<file path="src/rtl/seg_pkg.sv">
// ---------------------------------------------------------------------------
// seg_pkg
// Shared definitions for the seven-segment scan controller:
//   - scan_state_t  : scan FSM state encoding (blank slot / show slot)
//   - SEG_OFF       : active-high "all segments off" pattern
//   - HEX_SEG_TABLE : 0-F glyphs, active-high, bit6=g .. bit0=a
// ---------------------------------------------------------------------------
package seg_pkg;

  typedef enum logic {
    S_BLANK = 1'b0,
    S_SHOW  = 1'b1
  } scan_state_t;

  localparam logic [6:0] SEG_OFF = 7'b0000000;

  localparam logic [6:0] HEX_SEG_TABLE [16] = '{
    7'h3F, 7'h06, 7'h5B, 7'h4F,   // 0 1 2 3
    7'h66, 7'h6D, 7'h7D, 7'h07,   // 4 5 6 7
    7'h7F, 7'h6F, 7'h77, 7'h7C,   // 8 9 A b
    7'h39, 7'h5E, 7'h79, 7'h71    // C d E F
  };

endpackage

</file>
<file path="src/rtl/seg_hex_decoder.sv">
// ---------------------------------------------------------------------------
// seg_hex_decoder
// Combinational hex nibble to seven-segment glyph lookup (active-high).
// Ports:
//   nibble : 4-bit hex value
//   seg    : segments, bit6=g .. bit0=a, 1 = lit
// ---------------------------------------------------------------------------
module seg_hex_decoder
  import seg_pkg::*;
(
  input  logic [3:0] nibble,
  output logic [6:0] seg
);

  // Table lookup of the glyph for the selected nibble
  always_comb begin
    seg = HEX_SEG_TABLE[nibble];
  end

endmodule

</file>
<file path="src/rtl/seg_scan_ctrl.sv">
// ---------------------------------------------------------------------------
// seg_scan_ctrl
// Time-multiplexed seven-segment scan scheduler. Each digit gets a blank
// slot (BLANK_TICKS) followed by a show slot (SHOW_TICKS), advanced by the
// Tick_In strobe. Display data is double-buffered: Load writes the shadow,
// and the shadow is committed to the active copy at the next frame boundary
// (entry to digit 0), acknowledged by Load_Ack.
// Ports:
//   Clk_In      : system clock
//   RST         : asynchronous active-high reset
//   Tick_In     : 1-cycle scan strobe
//   Data_In     : hex nibbles, digit i = Data_In[4i+3:4i]
//   Dp_In       : decimal-point bits per digit
//   Digit_En    : live per-digit anode enable
//   Lz_Suppress : live leading-zero blanking enable
//   Load        : 1-cycle pulse, capture Data_In/Dp_In into the shadow
//   Load_Ack    : 1-cycle pulse when the shadow is committed
//   An_Out      : digit anodes      (board polarity)
//   Seg_Out     : segments g..a     (board polarity)
//   Dp_Out      : decimal point     (board polarity)
//   Frame_Start : 1-cycle pulse on entry to digit 0
// ---------------------------------------------------------------------------
module seg_scan_ctrl
  import seg_pkg::*;
#(
  parameter int NUM_DIGITS  = 4,
  parameter int SHOW_TICKS  = 3,
  parameter int BLANK_TICKS = 1,
  parameter bit ACTIVE_LOW  = 1'b1
) (
  input  logic                    Clk_In,
  input  logic                    RST,
  input  logic                    Tick_In,
  input  logic [4*NUM_DIGITS-1:0] Data_In,
  input  logic [NUM_DIGITS-1:0]   Dp_In,
  input  logic [NUM_DIGITS-1:0]   Digit_En,
  input  logic                    Lz_Suppress,
  input  logic                    Load,
  output logic                    Load_Ack,
  output logic [NUM_DIGITS-1:0]   An_Out,
  output logic [6:0]              Seg_Out,
  output logic                    Dp_Out,
  output logic                    Frame_Start
);

  localparam int IDX_W   = (NUM_DIGITS > 1) ? $clog2(NUM_DIGITS) : 1;
  localparam int CNT_MAX = (SHOW_TICKS > BLANK_TICKS) ? SHOW_TICKS : BLANK_TICKS;
  localparam int CNT_W   = (CNT_MAX > 1) ? $clog2(CNT_MAX) : 1;

  localparam logic [CNT_W-1:0] SHOW_LAST  = CNT_W'(SHOW_TICKS - 1);
  // With no blank phase the reset-time blank slot still lasts one tick.
  localparam logic [CNT_W-1:0] BLANK_LAST = CNT_W'((BLANK_TICKS > 0) ? BLANK_TICKS - 1 : 0);
  localparam logic [IDX_W-1:0] IDX_LAST   = IDX_W'(NUM_DIGITS - 1);
  localparam bit               HAS_BLANK  = (BLANK_TICKS > 0);

  // XOR masks that turn active-high drive into board polarity.
  localparam logic [NUM_DIGITS-1:0] AN_POL  = {NUM_DIGITS{ACTIVE_LOW}};
  localparam logic [6:0]            SEG_POL = {7{ACTIVE_LOW}};

  scan_state_t             state_r, state_s;
  logic [IDX_W-1:0]        idx_r, idx_s;
  logic [CNT_W-1:0]        cnt_r, cnt_s;
  logic                    boundary_s;
  logic                    commit_s;

  logic [4*NUM_DIGITS-1:0] shadow_data_r, active_data_r, active_data_n_s;
  logic [NUM_DIGITS-1:0]   shadow_dp_r, active_dp_r, active_dp_n_s;
  logic                    pending_r;

  logic [NUM_DIGITS-1:0]   zero_above_s;
  logic [3:0]              dec_nib_s;
  logic [6:0]              dec_seg_s;
  logic [NUM_DIGITS-1:0]   an_hi_s;
  logic [6:0]              seg_hi_s;
  logic                    dp_hi_s;

  logic                    load_ack_r, frame_start_r, dp_r;
  logic [NUM_DIGITS-1:0]   an_r;
  logic [6:0]              seg_r;

  // Scan FSM next state: advances only on Tick_In
  always_comb begin
    state_s    = state_r;
    idx_s      = idx_r;
    cnt_s      = cnt_r;
    boundary_s = 1'b0;
    if (Tick_In) begin
      case (state_r)
        S_BLANK: begin
          if (cnt_r == BLANK_LAST) begin
            state_s = S_SHOW;
            cnt_s   = '0;
          end else begin
            cnt_s = cnt_r + CNT_W'(1);
          end
        end
        S_SHOW: begin
          if (cnt_r == SHOW_LAST) begin
            cnt_s   = '0;
            state_s = HAS_BLANK ? S_BLANK : S_SHOW;
            if (idx_r == IDX_LAST) begin
              idx_s      = '0;
              boundary_s = 1'b1;
            end else begin
              idx_s = idx_r + IDX_W'(1);
            end
          end else begin
            cnt_s = cnt_r + CNT_W'(1);
          end
        end
        default: begin
          state_s = S_BLANK;
          idx_s   = '0;
          cnt_s   = '0;
        end
      endcase
    end else begin
      state_s = state_r;
    end
  end

  assign commit_s = boundary_s & pending_r;

  // Active copy as it will be after this edge, so digit 0 of a new frame
  // already shows freshly committed data
  always_comb begin
    if (commit_s) begin
      active_data_n_s = shadow_data_r;
      active_dp_n_s   = shadow_dp_r;
    end else begin
      active_data_n_s = active_data_r;
      active_dp_n_s   = active_dp_r;
    end
  end

  // zero_above_s[i] = digit i and all higher digits are zero
  always_comb begin
    logic run;
    run          = 1'b1;
    zero_above_s = '0;
    for (int i = NUM_DIGITS - 1; i >= 0; i--) begin
      run             = run & (active_data_n_s[4*i +: 4] == 4'h0);
      zero_above_s[i] = run;
    end
  end

  assign dec_nib_s = active_data_n_s[{idx_s, 2'b00} +: 4];

  seg_hex_decoder u_hex_decoder (
    .nibble (dec_nib_s),
    .seg    (dec_seg_s)
  );

  // Active-high drive for the slot being entered
  always_comb begin
    an_hi_s  = '0;
    seg_hi_s = SEG_OFF;
    dp_hi_s  = 1'b0;
    if (state_s == S_SHOW) begin
      if (Digit_En[idx_s]) begin
        an_hi_s[idx_s] = 1'b1;
      end else begin
        an_hi_s = '0;
      end
      if (Lz_Suppress && (idx_s != '0) && zero_above_s[idx_s]) begin
        seg_hi_s = SEG_OFF;
      end else begin
        seg_hi_s = dec_seg_s;
      end
      dp_hi_s = active_dp_n_s[idx_s];
    end else begin
      an_hi_s = '0;
    end
  end

  // State, buffers, handshake pulses and polarity-adjusted output registers
  always_ff @(posedge Clk_In or posedge RST) begin
    if (RST) begin
      state_r       <= S_BLANK;
      idx_r         <= '0;
      cnt_r         <= '0;
      shadow_data_r <= '0;
      shadow_dp_r   <= '0;
      active_data_r <= '0;
      active_dp_r   <= '0;
      pending_r     <= 1'b0;
      load_ack_r    <= 1'b0;
      frame_start_r <= 1'b0;
      an_r          <= AN_POL;
      seg_r         <= SEG_POL;
      dp_r          <= ACTIVE_LOW;
    end else begin
      state_r       <= state_s;
      idx_r         <= idx_s;
      cnt_r         <= cnt_s;
      active_data_r <= active_data_n_s;
      active_dp_r   <= active_dp_n_s;
      // A Load on the boundary edge refills the shadow after the old
      // contents were committed, so it stays pending for the next frame.
      if (Load) begin
        shadow_data_r <= Data_In;
        shadow_dp_r   <= Dp_In;
        pending_r     <= 1'b1;
      end else if (commit_s) begin
        pending_r <= 1'b0;
      end else begin
        pending_r <= pending_r;
      end
      load_ack_r    <= commit_s;
      frame_start_r <= boundary_s;
      an_r          <= an_hi_s ^ AN_POL;
      seg_r         <= seg_hi_s ^ SEG_POL;
      dp_r          <= dp_hi_s ^ ACTIVE_LOW;
    end
  end

  assign Load_Ack    = load_ack_r;
  assign Frame_Start = frame_start_r;
  assign An_Out      = an_r;
  assign Seg_Out     = seg_r;
  assign Dp_Out      = dp_r;

endmodule

</file>
<file path="config.mk">
export PLATFORM = sky130hd
export DESIGN_NAME = seg_scan_ctrl
export DESIGN_NICKNAME = d
export VERILOG_FILES = /design/src/rtl/seg_pkg.sv /design/src/rtl/seg_hex_decoder.sv /design/src/rtl/seg_scan_ctrl.sv
export SDC_FILE = /design/constraint.sdc
export NUM_CORES = 1
export LEC_CHECK = 0
export CAP_MARGIN = 25
export CORE_AREA = 2 2 89 91
export CTS_CLUSTER_SIZE = 20
export DETAILED_ROUTE_END_ITERATION = 8
export DIE_AREA = 0 0 91 93
export MAX_ROUTING_LAYER = met4
export PLACE_DENSITY_LB_ADDON = 0.25
export SETUP_SLACK_MARGIN = 0.1
export SLEW_MARGIN = 30
export SYNTH_ARGS = -nofsm -noshare
export SYNTH_HDL_FRONTEND = slang
export SYNTH_SLANG_ARGS = --single-unit
</file>
<file path="constraint.sdc">
create_clock -name Clk_In -period 3.2 [get_ports Clk_In]
set_input_delay 0.48 -clock Clk_In [delete_from_list [all_inputs] [get_ports Clk_In]]
set_output_delay 0.48 -clock Clk_In [all_outputs]
set_load 0.02 [all_outputs]
</file>
==> results.txt, run 1 <==
outcome - complete, no violations
routing usage on met1 - 0.1959
worst-skew pair later-pin latency - 0.33 ns
Post-synth EDFFs - 0
Slew Limit Fails - 0
postcts setup bufs - 0
initial antenna violation count - 0
Logic pwr share - 0.459
nature of the critical path endpoint - register
M3 GR Usage - 0.04110
clock root cell - clkbuf_8
actual slew at the worst max-slew pin - 0.7344 ns
largest net degree at the start of global routing - 37
R2R Setup Slk - 0.38 ns
most common cell after layout, fill and taps aside - dfrtp_1
CTS hold repair buffers - 0
share of cells above drive strength 1 - 0.3119
max_slew headroom - 0.5067
Seq pwr share - 0.313
Storage cell area - 1516 um^2
min cycle time layout - 2.840 ns
CTS tree - done
clk buf depth - 2
IO Port Bufs - 42
PD cells - 864.3 nW/um^2
final number of setup-violating endpoints - 0
CTS buffer count - 9
P_leak - 1.763 nW
Congestion Overflow GR - 0
Peak VDD IR - 0.3274 mV
Initial Utilization - 0.3908
Core Footprint - 7527 um^2
PostCTS Resize Cnt - 0
clock-pin slew on the worst setup and hold paths - 0.06 ns
crit start category - input pin
filler cell count - 719
dpl hpwl - 4156 um
antenna diode count - 0
Tot GR Track Use - 0.1489
Tcrit/Tclk final - 0.8876
Synth Flop Type - dfrtp_1
RR Startpoint - cnt_r[0]$_DFFE_PP0P_
1st-iter DRT viols - 73
switching fraction of total power - 0.3639
H-tree Lvls - 3
GRT met2 Usage - 0.2228
Synth cell types - 42
WL per Instance - 14.39 um
register area share after synthesis - 0.5155
final number of hold-violating endpoints - 0
Layout area overhead - 27.39%
Worst R2R Path Depth - 13
Synth Instances - 232
Post-synth ARST share - 1.000
critical-path maximum fanout - 15
routed via count - 1968
number of global-route vias before repair - 1907
DRT antenna net count - 0
synthesized flop and latch total - 60
Syn Area/Cell - 12.68 um^2
Worst EP required - 3.45 ns
CP peak stage delay - 0.60 ns
RSZ-0062 raised after global routing - false
Peak Freq - 352.1 MHz
Hold Slack - 0.4919 ns
critical path type - input pin to register
Die Footprint - 8463 um^2
Place WS - 0.03451 ns
global routing's busiest layer - met2
FP Rows - 32
Final nets - 330
Cell Chain, Critical Path - clkdlybuf4s50_1 -> nand4_2 -> inv_2 -> nand2_4 -> mux2_2 -> o21a_1 -> mux2i_4 -> inv_2 -> ha_1 -> or3_1 -> o221ai_1 -> nand2_1
Synth area leaders - dfrtp_1 (41%), dfstp_2 (11%), mux2_2 (10%)
Worst Setup EP - Seg_Out[0]$_DFF_PP1_
drt via density - 4.957
Most common cell on crit path - inv_2
Cell Area, Synth - 2942 um^2
area of the multi-input gates - 1285 um^2
DRT Pass-1 Iters - 4
Hold Crit Class - register to register
syn_nets - 272
gpl congestion - 0.8465
RR Endpoint - Seg_Out[0]$_DFF_PP1_
highest-count cells in the layout ignoring fill and taps - dfrtp_1 (48), clkdlybuf4s50_1 (41), mux2_2 (26)
Clock power frac - 0.228
Design Power - 3.239 mW
crit path DAT - 3.09 ns
top-area cell type share of the netlist area - 0.4083
Clock Skews - 0.009122 ns
Final Worst Setup Slack - 0.3596 ns
internal power - 2.060 mW
Die Wd - 91 um
Switching Power - 1.179 mW
CTS sink cnt - 60
Slowest-stage cell, CP - clkdlybuf4s50_1
DRC - 0
number of I/O pins - 43
largest area contributor in the netlist - dfrtp_1
first-pass GRT wire length - 9418 um
total wire length - 5712 um
Die Span Y - 93 um
worst setup path start - Tick_In
total negative slack - 0 ns
Ys Warns - 0
total of max-cap violations - 0
==> worst min-delay path by stage <==
| stage | from | to | slack (ns) | cells past startpoint |
|---|---|---|---|---|
| after floorplan | active_dp_r[2]$_DFF_PP0_ | active_dp_r[2]$_DFF_PP0_ | 0.46 | 1 |
| after global placement | active_data_r[1]$_DFF_PP0_ | active_data_r[1]$_DFF_PP0_ | 0.48 | 1 |
| after detailed placement | active_dp_r[3]$_DFF_PP0_ | active_dp_r[3]$_DFF_PP0_ | 0.48 | 1 |
| after CTS | active_dp_r[3]$_DFF_PP0_ | active_dp_r[3]$_DFF_PP0_ | 0.50 | 1 |
| after global routing | active_dp_r[1]$_DFF_PP0_ | active_dp_r[1]$_DFF_PP0_ | 0.50 | 1 |
| final | active_dp_r[3]$_DFF_PP0_ | active_dp_r[3]$_DFF_PP0_ | 0.49 | 1 |
==> power by group through the flow <==
stage	combinational, mW	clock [mW]	sequential, mW
after floorplan	1.05	0	1.07
after global placement	1.47	0	1.03
after detailed placement	1.49	0	1.03
after CTS	1.50	0.763	1.02
after global routing	1.61	0.795	1.03
final	1.49	0.738	1.01
==> synthesized netlist by cell type (2+ instances only) <==
cell / n
nand2_1: 14
clkbuf_1: 3
mux2i_4: 4
a21o_1: 5
dfstp_2: 12
buf_6: 2
o21a_1: 2
mux2i_1: 12
o211ai_1: 6
nand3_1: 12
nand4_1: 6
and2_1: 2
ha_1: 11
nand2b_1: 2
a21oi_1: 4
buf_4: 2
buf_2: 2
dfrtp_1: 48
and3_1: 4
a2111oi_2: 2
nor4_4: 2
mux2_2: 26
inv_2: 5
o21ai_0: 6
inv_1: 15
o221ai_1: 3
nor2_1: 5
==> worst max-delay path: cells and delay by family <==
| kind | cells | cell delay (ns) |
|---|---|---|
| AOI/OAI and AO/OA | 2 | 0.29 |
| adders and majority gates | 1 | 0.23 |
| buffers and inverters | 3 | 0.78 |
| muxes | 2 | 0.51 |
| and+or+nand+nor | 4 | 0.77 |
==> sequential cells by signal (all words and copies together), names as in the netlist <==
signal and flops:
Frame_Start 1, idx_r 2, Dp_Out 1, pending_r 1, shadow_data_r 16, cnt_r 2
Load_Ack 1, active_data_r 16, shadow_dp_r 4, Seg_Out 7, active_dp_r 4, state_r 1
An_Out 4
==> routing by layer <==
layer  wire length, um  part of all wire
met5                 0                 0
met4                56            0.0098
met2              2669              0.47
met3               339             0.059
met1              2646              0.46
==> cells by family (layout without fill, tap and decap cells) <==
family / Yosys count / count (layout) / share of synthesized area
buf+inv: 30 / 93 / 0.04764
compound gates: 34 / 34 / 0.1038
simple gates: 53 / 53 / 0.1076
mux: 43 / 43 / 0.1757
fa+ha+maj: 11 / 11 / 0.04679
flops: 60 / 60 / 0.5155
xor+xnor: 1 / 1 / 0.002978
==> layout make-up <==
cell class | instances | share of cell area
Sequential cell | 60 | 0.4047
Multi-Input combinational cell | 142 | 0.3429
Timing Repair Buffer | 56 | 0.1389
Clock buffer | 11 | 0.03773
Tap cell | 102 | 0.03406
Inverter | 21 | 0.02170
Clock inverter | 5 | 0.02003
==> per-stage QoR <==
step,instance area [um^2],utilization,std cells
after global placement,3536,0.4697,381
after CTS,3747,0.4978,397
after global routing,3747,0.4978,397
final,3747,0.4978,397
after detailed placement,3531,0.4691,381
after floorplan,2942,-,232
Power figures use the tool's default switching activity.
==> inputs of run 2 (changes only) <==
--- a/config.mk
+++ b/config.mk
@@ -10,6 +10,7 @@
 export CTS_CLUSTER_SIZE = 20
 export DETAILED_ROUTE_END_ITERATION = 8
 export DIE_AREA = 0 0 91 93
+export GPL_TIMING_DRIVEN = 0
 export MAX_ROUTING_LAYER = met4
 export PLACE_DENSITY_LB_ADDON = 0.25
 export SETUP_SLACK_MARGIN = 0.1
==> results.txt, run 2 (synthesized netlist as in run 1, its figures left out) <==
outcome - complete, no violations
RR Endpoint - Seg_Out[0]$_DFF_PP1_
most common cell after layout, fill and taps aside - dfrtp_1
M3 GR Usage - 0.04512
clock-pin slew on the worst setup and hold paths - 0.07 ns
Tot GR Track Use - 0.1555
Final Non-Filler Cells - 404
global routing's busiest layer - met2
RR Startpoint - cnt_r[0]$_DFFE_PP0P_
WL per Instance - 14.32 um
GRT met2 Usage - 0.2321
CP bufs+invs - 4
post-layout util - 0.5018
FP Rows - 32
final number of hold-violating endpoints - 0
Peak VDD IR - 0.3449 mV
R2R Setup Slk - 0.29 ns
gpl congestion - 0.8419
total of max-cap violations - 0
min cycle time layout - 2.911 ns
Switching Power - 1.178 mW
first-pass GRT wire length - 9701 um
dpl hpwl - 4098 um
Clock Skews - 0.009393 ns
Core Footprint - 7527 um^2
DRC - 0
Congestion Overflow GR - 0
critical path type - register to register
CTS buffer count - 9
Die Wd - 91 um
antenna diode count - 0
total wire length - 5786 um
DRT antenna net count - 0
actual slew at the worst max-slew pin - 0.6899 ns
Seq pwr share - 0.321
Hold Crit Class - input pin to async pin
Die Span Y - 93 um
critical-path maximum fanout - 10
Hold Slack - 0.4557 ns
Slew Limit Fails - 0
CTS tree - done
CTS hold repair buffers - 0
drt via density - 4.896
1st-iter DRT viols - 76
largest net degree at the start of global routing - 38
internal power - 1.973 mW
Top Family by Delay on Critical Path - simple AND/OR/NAND/NOR gates
Most common cell on crit path - mux2i_2
max_slew headroom - 0.5401
routed via count - 1978
Slowest-stage cell, CP - dfrtp_1
P_leak - 1.758 nW
CTS sink cnt - 60
crit path DAT - 3.17 ns
Tcrit/Tclk final - 0.9096
H-tree Lvls - 3
Worst EP required - 3.46 ns
DRT Pass-1 Iters - 4
highest-count cells in the layout ignoring fill and taps - dfrtp_1 (48), clkdlybuf4s50_1 (41), mux2_2 (26)
PD cells - 834.2 nW/um^2
number of global-route vias before repair - 1945
nature of the critical path endpoint - register
IO Port Bufs - 42
RSZ-0062 raised after global routing - false
Clock power frac - 0.184
share of cells above drive strength 1 - 0.3146
worst-skew pair later-pin latency - 0.34 ns
crit start category - register
total negative slack - 0 ns
Layout area overhead - 28.41%
Die Footprint - 8463 um^2
initial antenna violation count - 0
Cell Chain, Critical Path - inv_1 -> ha_2 -> nand4_4 -> inv_4 -> nand2_4 -> buf_4 -> mux2i_2 -> mux2i_2 -> mux2i_4 -> inv_2 -> ha_1 -> or3_1 -> o221ai_1 -> nand2_1
Design Power - 3.151 mW
placed cell count - 377
number of I/O pins - 43
filler cell count - 711
Initial Utilization - 0.3908
switching fraction of total power - 0.3738
Final nets - 337
routing usage on met1 - 0.1956
critical path depth - 14
CP peak stage delay - 0.40 ns
Peak Freq - 343.5 MHz
Logic pwr share - 0.495
clock root cell - clkbuf_8
final number of setup-violating endpoints - 0
Worst R2R Path Depth - 14
clk buf depth - 2
==> run 2: cell types whose count changed in the layout (fill, tap and decap cells not counted), moves of 2 or more <==
cell | previous run | this run
clkbuf_1 | 1 | 6
buf_6 | 0 | 2
inv_2 | 6 | 4
bufinv_16 | 2 | 0
inv_4 | 1 | 3
==> run 2: worst max path at each step <==
| stage | slack [ns] | startpoint | endpoint |
|---|---|---|---|
| global placement | -0.41 | Tick_In | Seg_Out[0]$_DFF_PP1_ |
| global route | 0.07 | cnt_r[0]$_DFFE_PP0P_ | Seg_Out[0]$_DFF_PP1_ |
| detailed placement | -0.42 | Tick_In | Seg_Out[0]$_DFF_PP1_ |
| finish | 0.29 | cnt_r[0]$_DFFE_PP0P_ | Seg_Out[0]$_DFF_PP1_ |
| CTS | 0.12 | cnt_r[0]$_DFFE_PP0P_ | Seg_Out[0]$_DFF_PP1_ |
| floorplan | 0.44 | cnt_r[0]$_DFFE_PP0P_ | Seg_Out[0]$_DFF_PP1_ |
==> run 2: timing repair <==
| item | CTS | global route |
|---|---|---|
| endpoints found under the hold margin | 0 | 0 |
| endpoints found under the setup margin | 2 | 3 |
| setup buffers | 1 | 10 |
| gates resized for setup | 3 | 3 |
==> run 2: per-stage QoR <==
stage          cell area, um^2  setup WS (ns)
3_5_place_dp              3512        -0.4161
4_1_cts                   3694         0.1190
3_3_place_gp              3490        -0.4096
6_report                  3777         0.2891
2_1_floorplan             2942         0.4384
5_1_grt                   3777        0.07219
==> run 2: power groups by stage <==
stage	combinational (mW)	sequential (mW)	clock, mW
after floorplan	1.05	1.07	0
after global placement	1.42	1.02	0
after detailed placement	1.44	1.02	0
after CTS	1.46	1.01	0.605
after global routing	1.70	1.03	0.637
final	1.56	1.01	0.580
==> run 2: metal layers <==
metal / wire length [um] / up-vias
met4: 85 / 0
met2: 2725 / 42
met1: 2721 / 973
li1: - / 958
met3: 255 / 5
met5: 0 / -
==> run 2: layout make-up <==
| cell class | instances | area [um^2] | share of cell area |
|---|---|---|---|
| Sequential cell | 60 | 1516 | 0.4015 |
| Tap cell | 102 | 127.6 | 0.03379 |
| Multi-Input combinational cell | 142 | 1300 | 0.3442 |
| Inverter | 21 | 86.33 | 0.02286 |
| Clock buffer | 13 | 148.9 | 0.03942 |
| Timing Repair Buffer | 54 | 521.8 | 0.1381 |
| Clock inverter | 3 | 15.01 | 0.003975 |
| Buffer | 9 | 61.31 | 0.01623 |
